### config.mk
export PLATFORM = sky130hd
export DESIGN_NAME = pulse_stretcher
export DESIGN_NICKNAME = d
export VERILOG_FILES = /design/src/rtl/pulse_stretcher.sv
export SDC_FILE = /design/constraint.sdc
export NUM_CORES = 1
export LEC_CHECK = 0
export CAP_MARGIN = 25
export CORE_ASPECT_RATIO = 1.75
export CORE_MARGIN = 2
export CORE_UTILIZATION = 30
export CTS_CLUSTER_SIZE = 40
export DETAILED_ROUTE_END_ITERATION = 12
export GPL_TIMING_DRIVEN = 0
export RECOVER_POWER = 25
export SLEW_MARGIN = 5
export SYNTH_ARGS = -nofsm -noshare
export SYNTH_HDL_FRONTEND = slang
export SYNTH_SLANG_ARGS = --single-unit
### constraint.sdc
create_clock -name clk -period 4.7 [get_ports clk]
set_input_delay 0.94 -clock clk [delete_from_list [all_inputs] [get_ports clk]]
set_output_delay 0.94 -clock clk [all_outputs]
set_load 0.01 [all_outputs]
### src/rtl/pulse_stretcher.sv
// Stretches single-cycle event strobes into fixed-length high windows separated
// by guaranteed low gaps, queuing events that arrive while a window or gap is active.
module pulse_stretcher #(
  parameter int ON_CYCLES  = 300000,
  parameter int OFF_CYCLES = 300000,
  parameter int CNT_W      = 22,
  parameter int PEND_W     = 3
) (
  input  logic              clk,
  input  logic              rst,
  input  logic              trigger,
  output logic              out,
  output logic              busy,
  output logic [PEND_W-1:0] pending,
  output logic              overflow
);

  typedef enum logic [1:0] {
    S_IDLE,
    S_ON,
    S_OFF
  } state_t;

  localparam logic [CNT_W-1:0]  ON_LAST  = CNT_W'(ON_CYCLES - 1);
  localparam logic [CNT_W-1:0]  OFF_LAST = CNT_W'(OFF_CYCLES - 1);
  localparam logic [PEND_W-1:0] PEND_MAX = '1;

  state_t           state;
  logic [CNT_W-1:0] counter;

  always_ff @(posedge clk) begin
    if (rst) begin
      state    <= S_IDLE;
      counter  <= '0;
      out      <= 1'b0;
      busy     <= 1'b0;
      pending  <= '0;
      overflow <= 1'b0;
    end else begin
      case (state)
        S_IDLE: begin
          if (trigger) begin
            state   <= S_ON;
            counter <= '0;
            out     <= 1'b1;
            busy    <= 1'b1;
          end
        end

        S_ON: begin
          if (trigger) begin
            if (pending == PEND_MAX) overflow <= 1'b1;
            else                     pending  <= pending + PEND_W'(1);
          end
          if (counter == ON_LAST) begin
            state   <= S_OFF;
            counter <= '0;
            out     <= 1'b0;
          end else begin
            counter <= counter + CNT_W'(1);
          end
        end

        S_OFF: begin
          if (counter == OFF_LAST) begin
            // A trigger in the final gap cycle either cancels the dequeue or is
            // consumed directly, so it never reaches the saturation check here.
            if (pending != '0) begin
              state   <= S_ON;
              counter <= '0;
              out     <= 1'b1;
              if (!trigger) pending <= pending - PEND_W'(1);
            end else if (trigger) begin
              state   <= S_ON;
              counter <= '0;
              out     <= 1'b1;
            end else begin
              state   <= S_IDLE;
              counter <= '0;
              busy    <= 1'b0;
            end
          end else begin
            counter <= counter + CNT_W'(1);
            if (trigger) begin
              if (pending == PEND_MAX) overflow <= 1'b1;
              else                     pending  <= pending + PEND_W'(1);
            end
          end
        end

        default: begin
          state   <= S_IDLE;
          counter <= '0;
          out     <= 1'b0;
          busy    <= 1'b0;
        end
      endcase
    end
  end

endmodule

# --- Word level (Yosys, flattened, before mapping) ---
# Cells that the tools add are included.
totals:
  in_bits: 3
  reg_bits: 30
  output_inout_bits: 6
classes:
  n_eq_ne: 12
  n_reduce_logical: 9
  muxes: 29
  bitwise_logic: 1
  addsub: 3
ops:
  columns: ["operator", "n"]
  rows:
  - ["$mux 22", 2]
  - ["$pmux 22 s2", 1]
  - ["$add 22x1->22 const B", 1]
  - ["$eq 22x19->1 const B", 1]
  - ["$mux 3", 5]
  - ["$mux 1", 13]
  - ["$ne 2x2->1 const B", 6]
  - ["$mux 2", 3]
  - ["$ne 3x3->1 const B", 2]
  - ["$pmux 1 s3", 2]
  - ["$pmux 2 s3", 1]
  - ["$pmux 3 s2", 1]
  - ["$reduce_and 3->1", 2]
  - ["$reduce_and 5->1", 1]
  - ["$reduce_and 2->1", 2]
  - ["$add 3x1->3 const B", 1]
  - ["$eq 3x3->1 const B", 1]
  - ["$reduce_bool 3->1", 1]
  - ["$sub 3x1->3 const B", 1]
  - ["$eq 2x1->1 const B", 1]
  - ["$eq 2x2->1 const B", 1]
  - ["$logic_not 2->1", 1]
  - ["$pmux 1 s2", 1]
  - ["$reduce_bool 2->1", 1]
  - ["other kinds (2)", 2]

# --- Longest topological paths before layout ---
# Gate-level depths: netlist of run 1.
logic_depth:
  word_depth: 5
  ltp_mapped: 9
  depth_no_buf: 7

# --- Worst setup path before layout of run 1 ---
# No wires, ideal clock.
synth_timing:
  path_kind: "input-to-reg"
  startpoint: "input trigger"
  endpoint: "register counter[21]"
  path_buffers: 2
  setup_ps: 116
  cell_stages: 7
  required_time_ps: 4584
  slack_ps: 2418
  arrival_ps: 2166
  cell_sequence: "nor2b_1 > buf_6 > or4b_4 > buf_6 > nor4_4 > xnor2_1 > nor2_2"
synth_between:
  elab_chain_len: 1
synth_rtl:
  columns: ["item", "line", "rtl"]
  rows:
  - ["from (decl)", "11", "input logic trigger,"]
  - ["$ne 2x2->1 (no source line)", null, null]
  - ["to (signal assigned)", "60", "counter <= counter + CNT_W'(1);"]
  - ["to (signal assigned)", "83", "counter <= counter + CNT_W'(1);"]
  - ["to (decl)", "29", "logic [CNT_W-1:0] counter;"]
# Every way passes these cells.
# A chain may end at the register's enable or synchronous reset.

# --- Final worst setup path of run 1 ---
# Same ends and word-level chain as after synthesis.

==> results of run 1 <==
registers in the layout (all words and copies together) (netlist names):
register and flops:
counter 22, pending 3, out 1, state 2, busy 1, overflow 1
layer usage:
metal,global-route usage,routed length [um],vias up
li1,-,-,775
met1,0.134,1570,726
met2,0.261,2210,21
met3,0.0256,94,8
met4,0.0635,104,0
met5,0,0,-
worst paths after layout:
path,end,slack [ns],depth (start not counted)
worst max register to register,counter[21]$_SDFFE_PP0N_,2.32,9
worst max-delay path,counter[21]$_SDFFE_PP0N_,1.92,8
worst min-delay path,overflow$_SDFFE_PP0P_,0.49,2
worst min register to register,overflow$_SDFFE_PP0P_,0.49,2
synthesized netlist by cell type (2+ instances only):
library cell  count  area, sq um
nand2b_1          4         25.0
nor3_2            3         30.0
inv_1             8         30.0
nand4b_1          2         17.5
a21oi_1          12         60.1
nand4_1           3         18.8
dfxtp_1          30          601
nor2b_1           3         18.8
nor4b_1           3         26.3
nor3_1            9         45.0
a31oi_1           5         31.3
ha_1              8          100
o21ai_0          11         55.1
a21boi_0          2         15.0
nand3_1          11         55.1
buf_6             3         33.8
nor2_1           26         97.6
clkbuf_1          4         15.0
buf_2             2         10.0
nor2_2            3         18.8
and3_1            2         12.5
xnor2_1          14          123
nand2_1          17         63.8
and4_1            3         26.3
where the power goes:
| part | switching (mW) | internal, mW | total, mW | leakage (nW) |
|---|---|---|---|---|
| combinational | 0.0473 | 0.0278 | 0.0750 | 0.403 |
| clock | 0.0948 | 0.102 | 0.197 | 0.0383 |
| sequential | 0.00497 | 0.260 | 0.265 | 0.243 |
stage by stage:
step / hold slack (ns) / cell area, sq um
2_1_floorplan: 0.458 / 1780
3_3_place_gp: 0.480 / 1950
3_5_place_dp: 0.504 / 1950
4_1_cts: 0.512 / 2030
5_1_grt: 0.537 / 2020
6_report: 0.492 / 2020
logic make-up after synthesis:
family,after synthesis
compound gates,39
xor+xnor,15
flops,30
buf+inv,18
fa+ha+maj,8
mux,2
simple gates,100
final cells by class:
| cell class | count | area share |
|---|---|---|
| multi-input cells | 164 | 0.534 |
| inverters | 8 | 0.0148 |
| clock buffers | 7 | 0.0377 |
| flip-flops and latches | 30 | 0.297 |
| repair buffers | 8 | 0.0396 |
| well taps | 78 | 0.0482 |
| plain buffers | 10 | 0.0291 |
tightest hold or removal path, stage by stage (launching register included):
cell     delay (ns)
dfxtp_1        0.34
a31oi_1        0.05
nor2_1         0.07
==> impl_metrics.xml, run 1 <==
<?xml version="1.0" encoding="UTF-8"?>
<metrics>
  <group name="clocking">
    <metric name="insertion_delay" unit="ns">0.28</metric>
    <metric name="number_of_buffers_between_clock_root_and_the_deepest_sink" unit="">2</metric>
    <metric name="tritoncts_clock_tree" unit="">built</metric>
    <metric name="cts_num_sinks" unit="">30</metric>
    <metric name="post_cts_hold_buffer_count" unit="">0</metric>
    <metric name="cts_buffers" unit="">5</metric>
    <metric name="cts_resized" unit="">0</metric>
    <metric name="postCtsSetupBuffers" unit="">0</metric>
    <metric name="htree_levels" unit="">2</metric>
    <metric name="clkTransAtPathRegs" unit="ns">0.06</metric>
    <metric name="cts.root.buffer_cell" unit="">clkbuf_8</metric>
  </group>
  <group name="yosys">
    <metric name="synthXorXnorAreaFrac" unit="">0.0739</metric>
    <metric name="synthArstFlopShare" unit="">0</metric>
    <metric name="yosys.area_share.simple" unit="">0.327</metric>
    <metric name="synth_area" unit="sq mm">0.00178</metric>
    <metric name="warnings_from_yosys" unit="">0</metric>
    <metric name="synth_compound_area_frac" unit="">0.138</metric>
    <metric name="postSynthNetCount" unit="">223</metric>
    <metric name="synth_enable_flop_cells" unit="">0</metric>
    <metric name="yosys.area_share.adder" unit="">0.0563</metric>
    <metric name="synth_top_family_by_area" unit="">simple AND/OR/NAND/NOR gates</metric>
    <metric name="synth_sequential_area_ratio" unit="">0.338</metric>
    <metric name="muxShareOfSynthArea" unit="">0.0120</metric>
    <metric name="postSynthCellCount" unit="">212</metric>
    <metric name="synthDistinctLibCells" unit="">48</metric>
    <metric name="synth_top_flop_cell" unit="">dfxtp_1</metric>
    <metric name="syn-mean-instance-area" unit="sq um">8.38</metric>
    <metric name="postSynthRegisterBits" unit="">30</metric>
  </group>
  <group name="timing">
    <metric name="rsz0062_at_grt" unit="">no</metric>
    <metric name="timing_worst_slew_pin_value" unit="ns">0.489</metric>
    <metric name="period_minus_ws_final" unit="ns">2.78</metric>
    <metric name="clock-skew-final" unit="ns">0.00248</metric>
    <metric name="timing.max_slew.rel_slack" unit="">0.672</metric>
    <metric name="setup_violations" unit="">0</metric>
    <metric name="post-route-worst-setup-slack" unit="ns">1.92</metric>
    <metric name="finalSetupTns" unit="ns">0</metric>
    <metric name="finalHoldViolCount" unit="">0</metric>
    <metric name="report.final.slew_viol_count" unit="">0</metric>
    <metric name="min_period_over_period" unit="">0.591</metric>
    <metric name="fmax" unit="MHz">360</metric>
  </group>
  <group name="finish">
    <metric name="antenna-diode-count" unit="">0</metric>
    <metric name="layout.cells.most_common_list" unit="">dfxtp_1 (30), nor2_1 (26), nand2_1 (17)</metric>
    <metric name="regArea" unit="sq um">601</metric>
    <metric name="stdcell_count" unit="">305</metric>
    <metric name="multi_input_comb_area" unit="sq mm">0.00108</metric>
    <metric name="post_route_cells_drive_above_1_share" unit="">0.123</metric>
    <metric name="fin_nets" unit="">238</metric>
    <metric name="layout.cells.most_common" unit="">dfxtp_1</metric>
    <metric name="finish.utilization" unit="">0.350</metric>
    <metric name="n_fill_cell" unit="">593</metric>
    <metric name="flow.area_growth_from_synthesis" unit="%">13.9</metric>
  </group>
  <group name="detailed_routing">
    <metric name="detailedRoute.firstPassIterationCount" unit="">4</metric>
    <metric name="dr.first_iter.drc_count" unit="">80</metric>
    <metric name="route.detailed.wl_per_inst" unit="um">13.0</metric>
    <metric name="detailroute.via_count" unit="">1530</metric>
    <metric name="vias_per_cell" unit="">5.02</metric>
    <metric name="route.antenna.remaining_nets" unit="">0</metric>
    <metric name="route.detailed.drc" unit="">0</metric>
    <metric name="wl_final" unit="mm">3.97</metric>
  </group>
  <group name="critical_path">
    <metric name="cell_family_with_most_cp_delay" unit="">buffers and inverters</metric>
    <metric name="critical_path.max_stage_delay" unit="ns">0.58</metric>
    <metric name="start_point_of_the_critical_path" unit="">trigger</metric>
    <metric name="cp_data_arrival_time" unit="ns">2.95</metric>
    <metric name="critPathKind" unit="">in -&gt; reg</metric>
    <metric name="critical_path.slowest_cell" unit="">or4b_4</metric>
    <metric name="worstPathRequired" unit="ns">4.87</metric>
    <metric name="count_of_buffer_and_inverter_cells_on_the_critical_path" unit="">3</metric>
    <metric name="worst-path-max-fanout" unit="">9</metric>
    <metric name="path_cells" unit="">dlygate4sd3_1 -&gt; nor2b_1 -&gt; clkbuf_1 -&gt; or4b_4 -&gt; buf_6 -&gt; nor4_4 -&gt; xnor2_1 -&gt; nor2_2</metric>
    <metric name="reg_to_reg_start" unit="">state[0]$_SDFFE_PP0P_</metric>
    <metric name="critPathCaptureType" unit="">register</metric>
    <metric name="timing.critical_path.from_type" unit="">primary input</metric>
  </group>
  <group name="power">
    <metric name="max-vdd-ir-drop" unit="mV">0.0915</metric>
    <metric name="post-layout-total-power" unit="mW">0.537</metric>
    <metric name="p_leak" unit="nW">0.684</metric>
    <metric name="power_density" unit="mW/mm^2">265</metric>
  </group>
  <group name="grt">
    <metric name="grt_antenna_before_repair" unit="">0</metric>
    <metric name="grt_pass1_vias" unit="">1508</metric>
    <metric name="grtUsageTotal" unit="">0.134</metric>
    <metric name="grt_remaining_overflow" unit="">0</metric>
    <metric name="grt_start_max_net_pins" unit="">11</metric>
    <metric name="grt_pass1_wl" unit="mm">7.12</metric>
  </group>
  <group name="hold_path">
    <metric name="timing.hold.worst.start" unit="">overflow$_SDFFE_PP0P_</metric>
    <metric name="hold_class" unit="">reg -&gt; reg</metric>
  </group>
  <group name="placed_design">
    <metric name="place_ws" unit="ns">1.77</metric>
    <metric name="gp_routability_congestion" unit="">0.768</metric>
    <metric name="detailed_place_hpwl" unit="mm">2.97</metric>
    <metric name="buffer_ports.inserted" unit="">8</metric>
    <metric name="dp.cells" unit="">298</metric>
  </group>
  <group name="run">
    <metric name="maxCapViolCount" unit="">0</metric>
  </group>
  <group name="die">
    <metric name="fp.dieW" unit="um">62.2</metric>
    <metric name="dieHeight" unit="um">106</metric>
    <metric name="placementRows" unit="">37</metric>
    <metric name="placeableCoreArea" unit="sq mm">0.00579</metric>
    <metric name="initial_core_util" unit="">0.307</metric>
    <metric name="die-area" unit="sq mm">0.00658</metric>
    <metric name="ioPinCount" unit="">9</metric>
  </group>
  <group name="run_status">
    <metric name="status" unit="">finished clean</metric>
  </group>
</metrics>
Power figures use the tool's default switching activity.
==> run 2: changes to the inputs <==
clock period = 2.7 ns   (was 4.7 ns; I/O delays follow)
==> run 2 against run 1 <==
Clock skew about the same. Design area down 0.19%. Via count down 0.20%. Cell count unchanged. Utilization down 0.065 points. Sequential power up 74%. Largest cell class unchanged.
==> impl_metrics.xml, run 2 (synthesized netlist as in run 1, its figures left out) <==
<?xml version="1.0" encoding="UTF-8"?>
<metrics>
  <group name="power">
    <metric name="p_leak" unit="nW">0.687</metric>
    <metric name="power_density" unit="mW/mm^2">463</metric>
    <metric name="post-layout-total-power" unit="mW">0.934</metric>
    <metric name="max-vdd-ir-drop" unit="mV">0.160</metric>
  </group>
  <group name="die">
    <metric name="dieHeight" unit="um">106</metric>
    <metric name="placementRows" unit="">37</metric>
    <metric name="die-area" unit="sq mm">0.00658</metric>
    <metric name="placeableCoreArea" unit="sq mm">0.00579</metric>
    <metric name="fp.dieW" unit="um">62.2</metric>
    <metric name="ioPinCount" unit="">9</metric>
    <metric name="initial_core_util" unit="">0.307</metric>
  </group>
  <group name="finish">
    <metric name="post_route_cells_drive_above_1_share" unit="">0.119</metric>
    <metric name="antenna-diode-count" unit="">0</metric>
    <metric name="layout.cells.most_common_list" unit="">dfxtp_1 (30), nor2_1 (26), nand2_1 (17)</metric>
    <metric name="post_route_cell_area" unit="sq mm">0.00202</metric>
    <metric name="stdcell_count" unit="">305</metric>
    <metric name="flow.area_growth_from_synthesis" unit="%">13.7</metric>
    <metric name="layout.cells.most_common" unit="">dfxtp_1</metric>
    <metric name="fin_nets" unit="">238</metric>
    <metric name="largest_reg_flops" unit="">22</metric>
    <metric name="n_fill_cell" unit="">595</metric>
    <metric name="largest_registers" unit="">counter (22), pending (3), state (2)</metric>
    <metric name="registers.top_by_ff_count" unit="">counter</metric>
  </group>
  <group name="clocking">
    <metric name="htree_levels" unit="">2</metric>
    <metric name="cts_num_sinks" unit="">30</metric>
    <metric name="cts_buffers" unit="">5</metric>
    <metric name="cts_resized" unit="">0</metric>
    <metric name="tritoncts_clock_tree" unit="">built</metric>
    <metric name="clkTransAtPathRegs" unit="ns">0.06</metric>
    <metric name="postCtsSetupBuffers" unit="">0</metric>
    <metric name="post_cts_hold_buffer_count" unit="">0</metric>
    <metric name="insertion_delay" unit="ns">0.28</metric>
    <metric name="cts.root.buffer_cell" unit="">clkbuf_8</metric>
    <metric name="number_of_buffers_between_clock_root_and_the_deepest_sink" unit="">2</metric>
  </group>
  <group name="grt">
    <metric name="grt_remaining_overflow" unit="">0</metric>
    <metric name="grtUsageTotal" unit="">0.134</metric>
    <metric name="grt_pass1_wl" unit="mm">7.12</metric>
    <metric name="grt_pass1_vias" unit="">1508</metric>
    <metric name="grt_antenna_before_repair" unit="">0</metric>
    <metric name="grt_start_max_net_pins" unit="">11</metric>
  </group>
  <group name="detailed_routing">
    <metric name="vias_per_cell" unit="">5.01</metric>
    <metric name="detailroute.via_count" unit="">1527</metric>
    <metric name="wl_final" unit="mm">3.97</metric>
    <metric name="route.antenna.remaining_nets" unit="">0</metric>
    <metric name="route.detailed.wl_per_inst" unit="um">13.0</metric>
    <metric name="dr.first_iter.drc_count" unit="">68</metric>
    <metric name="detailedRoute.firstPassIterationCount" unit="">4</metric>
    <metric name="route.detailed.drc" unit="">0</metric>
  </group>
  <group name="placed_design">
    <metric name="detailed_place_hpwl" unit="mm">2.97</metric>
    <metric name="dpl-instance-area" unit="sq mm">0.00195</metric>
    <metric name="dp.cells" unit="">298</metric>
    <metric name="buffer_ports.inserted" unit="">8</metric>
    <metric name="gp_routability_congestion" unit="">0.768</metric>
  </group>
  <group name="critical_path">
    <metric name="critPathKind" unit="">reg -&gt; reg</metric>
    <metric name="cp_data_arrival_time" unit="ns">2.55</metric>
    <metric name="worst-path-max-fanout" unit="">9</metric>
    <metric name="timing.reg2reg.setup_slack" unit="ns">0.32</metric>
    <metric name="path_cells" unit="">inv_1 -&gt; ha_1 -&gt; nor2b_1 -&gt; clkbuf_1 -&gt; or4b_4 -&gt; buf_6 -&gt; nor4_4 -&gt; xnor2_1 -&gt; nor2_2</metric>
    <metric name="critical_path.max_stage_delay" unit="ns">0.58</metric>
    <metric name="reg2reg_to" unit="">counter[21]$_SDFFE_PP0N_</metric>
    <metric name="reg2regPathDepth" unit="">9</metric>
    <metric name="critPathCaptureType" unit="">register</metric>
    <metric name="reg_to_reg_start" unit="">state[0]$_SDFFE_PP0P_</metric>
    <metric name="critical_path.slowest_cell" unit="">or4b_4</metric>
    <metric name="worstPathRequired" unit="ns">2.87</metric>
    <metric name="timing.critical_path.from_type" unit="">register</metric>
  </group>
  <group name="run_status">
    <metric name="status" unit="">finished clean</metric>
  </group>
  <group name="timing">
    <metric name="clock-skew-final" unit="ns">0.00288</metric>
    <metric name="rsz0062_at_grt" unit="">no</metric>
    <metric name="finalSetupTns" unit="ns">0</metric>
    <metric name="setup_violations" unit="">0</metric>
    <metric name="min_period_over_period" unit="">0.883</metric>
    <metric name="fmax" unit="MHz">420</metric>
    <metric name="finalHoldViolCount" unit="">0</metric>
    <metric name="period_minus_ws_final" unit="ns">2.38</metric>
    <metric name="report.final.slew_viol_count" unit="">0</metric>
    <metric name="timing.max_slew.rel_slack" unit="">0.672</metric>
    <metric name="timing_worst_slew_pin_value" unit="ns">0.490</metric>
  </group>
  <group name="run">
    <metric name="maxCapViolCount" unit="">0</metric>
  </group>
  <group name="hold_path">
    <metric name="min_to" unit="">overflow$_SDFFE_PP0P_</metric>
    <metric name="min_path_cells" unit="">2</metric>
    <metric name="hold_class" unit="">reg -&gt; reg</metric>
    <metric name="timing.hold.worst.start" unit="">overflow$_SDFFE_PP0P_</metric>
  </group>
</metrics>
## run 2: layer usage
metal | GRT usage | vias up | wire length, um | part of all wire
met3 | 0.0256 | 8 | 75 | 0.019
li1 | - | 774 | - | -
met1 | 0.134 | 730 | 1590 | 0.40
met2 | 0.261 | 15 | 2200 | 0.55
met5 | 0 | - | 0 | 0
met4 | 0.0635 | 0 | 105 | 0.026
## run 2: worst max-delay path: cells and delay by family (launching register included)
family / cells / cell delay, ns
AND/OR/NAND/NOR: 4 / 0.99
buffers and inverters: 3 / 0.45
flip-flops: 1 / 0.39
adder cells (fa/ha/maj): 1 / 0.26
XOR/XNOR: 1 / 0.17
## run 2: area by class of cell
type / instances / area [sq um] / share of cell area
multi-input cells: 164 / 1080 / 0.533
clock buffers: 7 / 76.3 / 0.0378
well taps: 78 / 97.6 / 0.0483
inverters: 8 / 30.0 / 0.0149
flip-flops and latches: 30 / 601 / 0.297
plain buffers: 10 / 58.8 / 0.0291
repair buffers: 8 / 80.1 / 0.0397
## run 2: power by group
group | internal, mW | switching (mW) | total, mW
Combinational | 0.0481 | 0.0817 | 0.130
Sequential | 0.453 | 0.00879 | 0.462
Clock | 0.177 | 0.165 | 0.342
## run 2: worst max path at each step
stage                                  from                       end  slack, ns  depth (start not counted)
floorplan             state[0]$_SDFFE_PP0P_  counter[21]$_SDFFE_PP0N_       0.61                          9
global placement                    trigger  counter[11]$_SDFFE_PP0N_       0.18                          7
detailed placement                  trigger  counter[11]$_SDFFE_PP0N_       0.17                          7
CTS                 counter[0]$_SDFFE_PP0N_   counter[9]$_SDFFE_PP0N_       0.37                          7
global route          state[0]$_SDFFE_PP0P_  counter[21]$_SDFFE_PP0N_       0.18                          9
finish                state[0]$_SDFFE_PP0P_  counter[21]$_SDFFE_PP0N_       0.32                          9
## run 2: metrics by stage
step	hold WS [ns]	util	worst slack [ns]
after CTS	0.512	0.351	0.368
after detailed placement	0.504	0.338	0.171
after floorplan	0.458	-	0.613
final	0.493	0.349	0.317
after global placement	0.480	0.338	0.176
after global routing	0.537	0.349	0.176
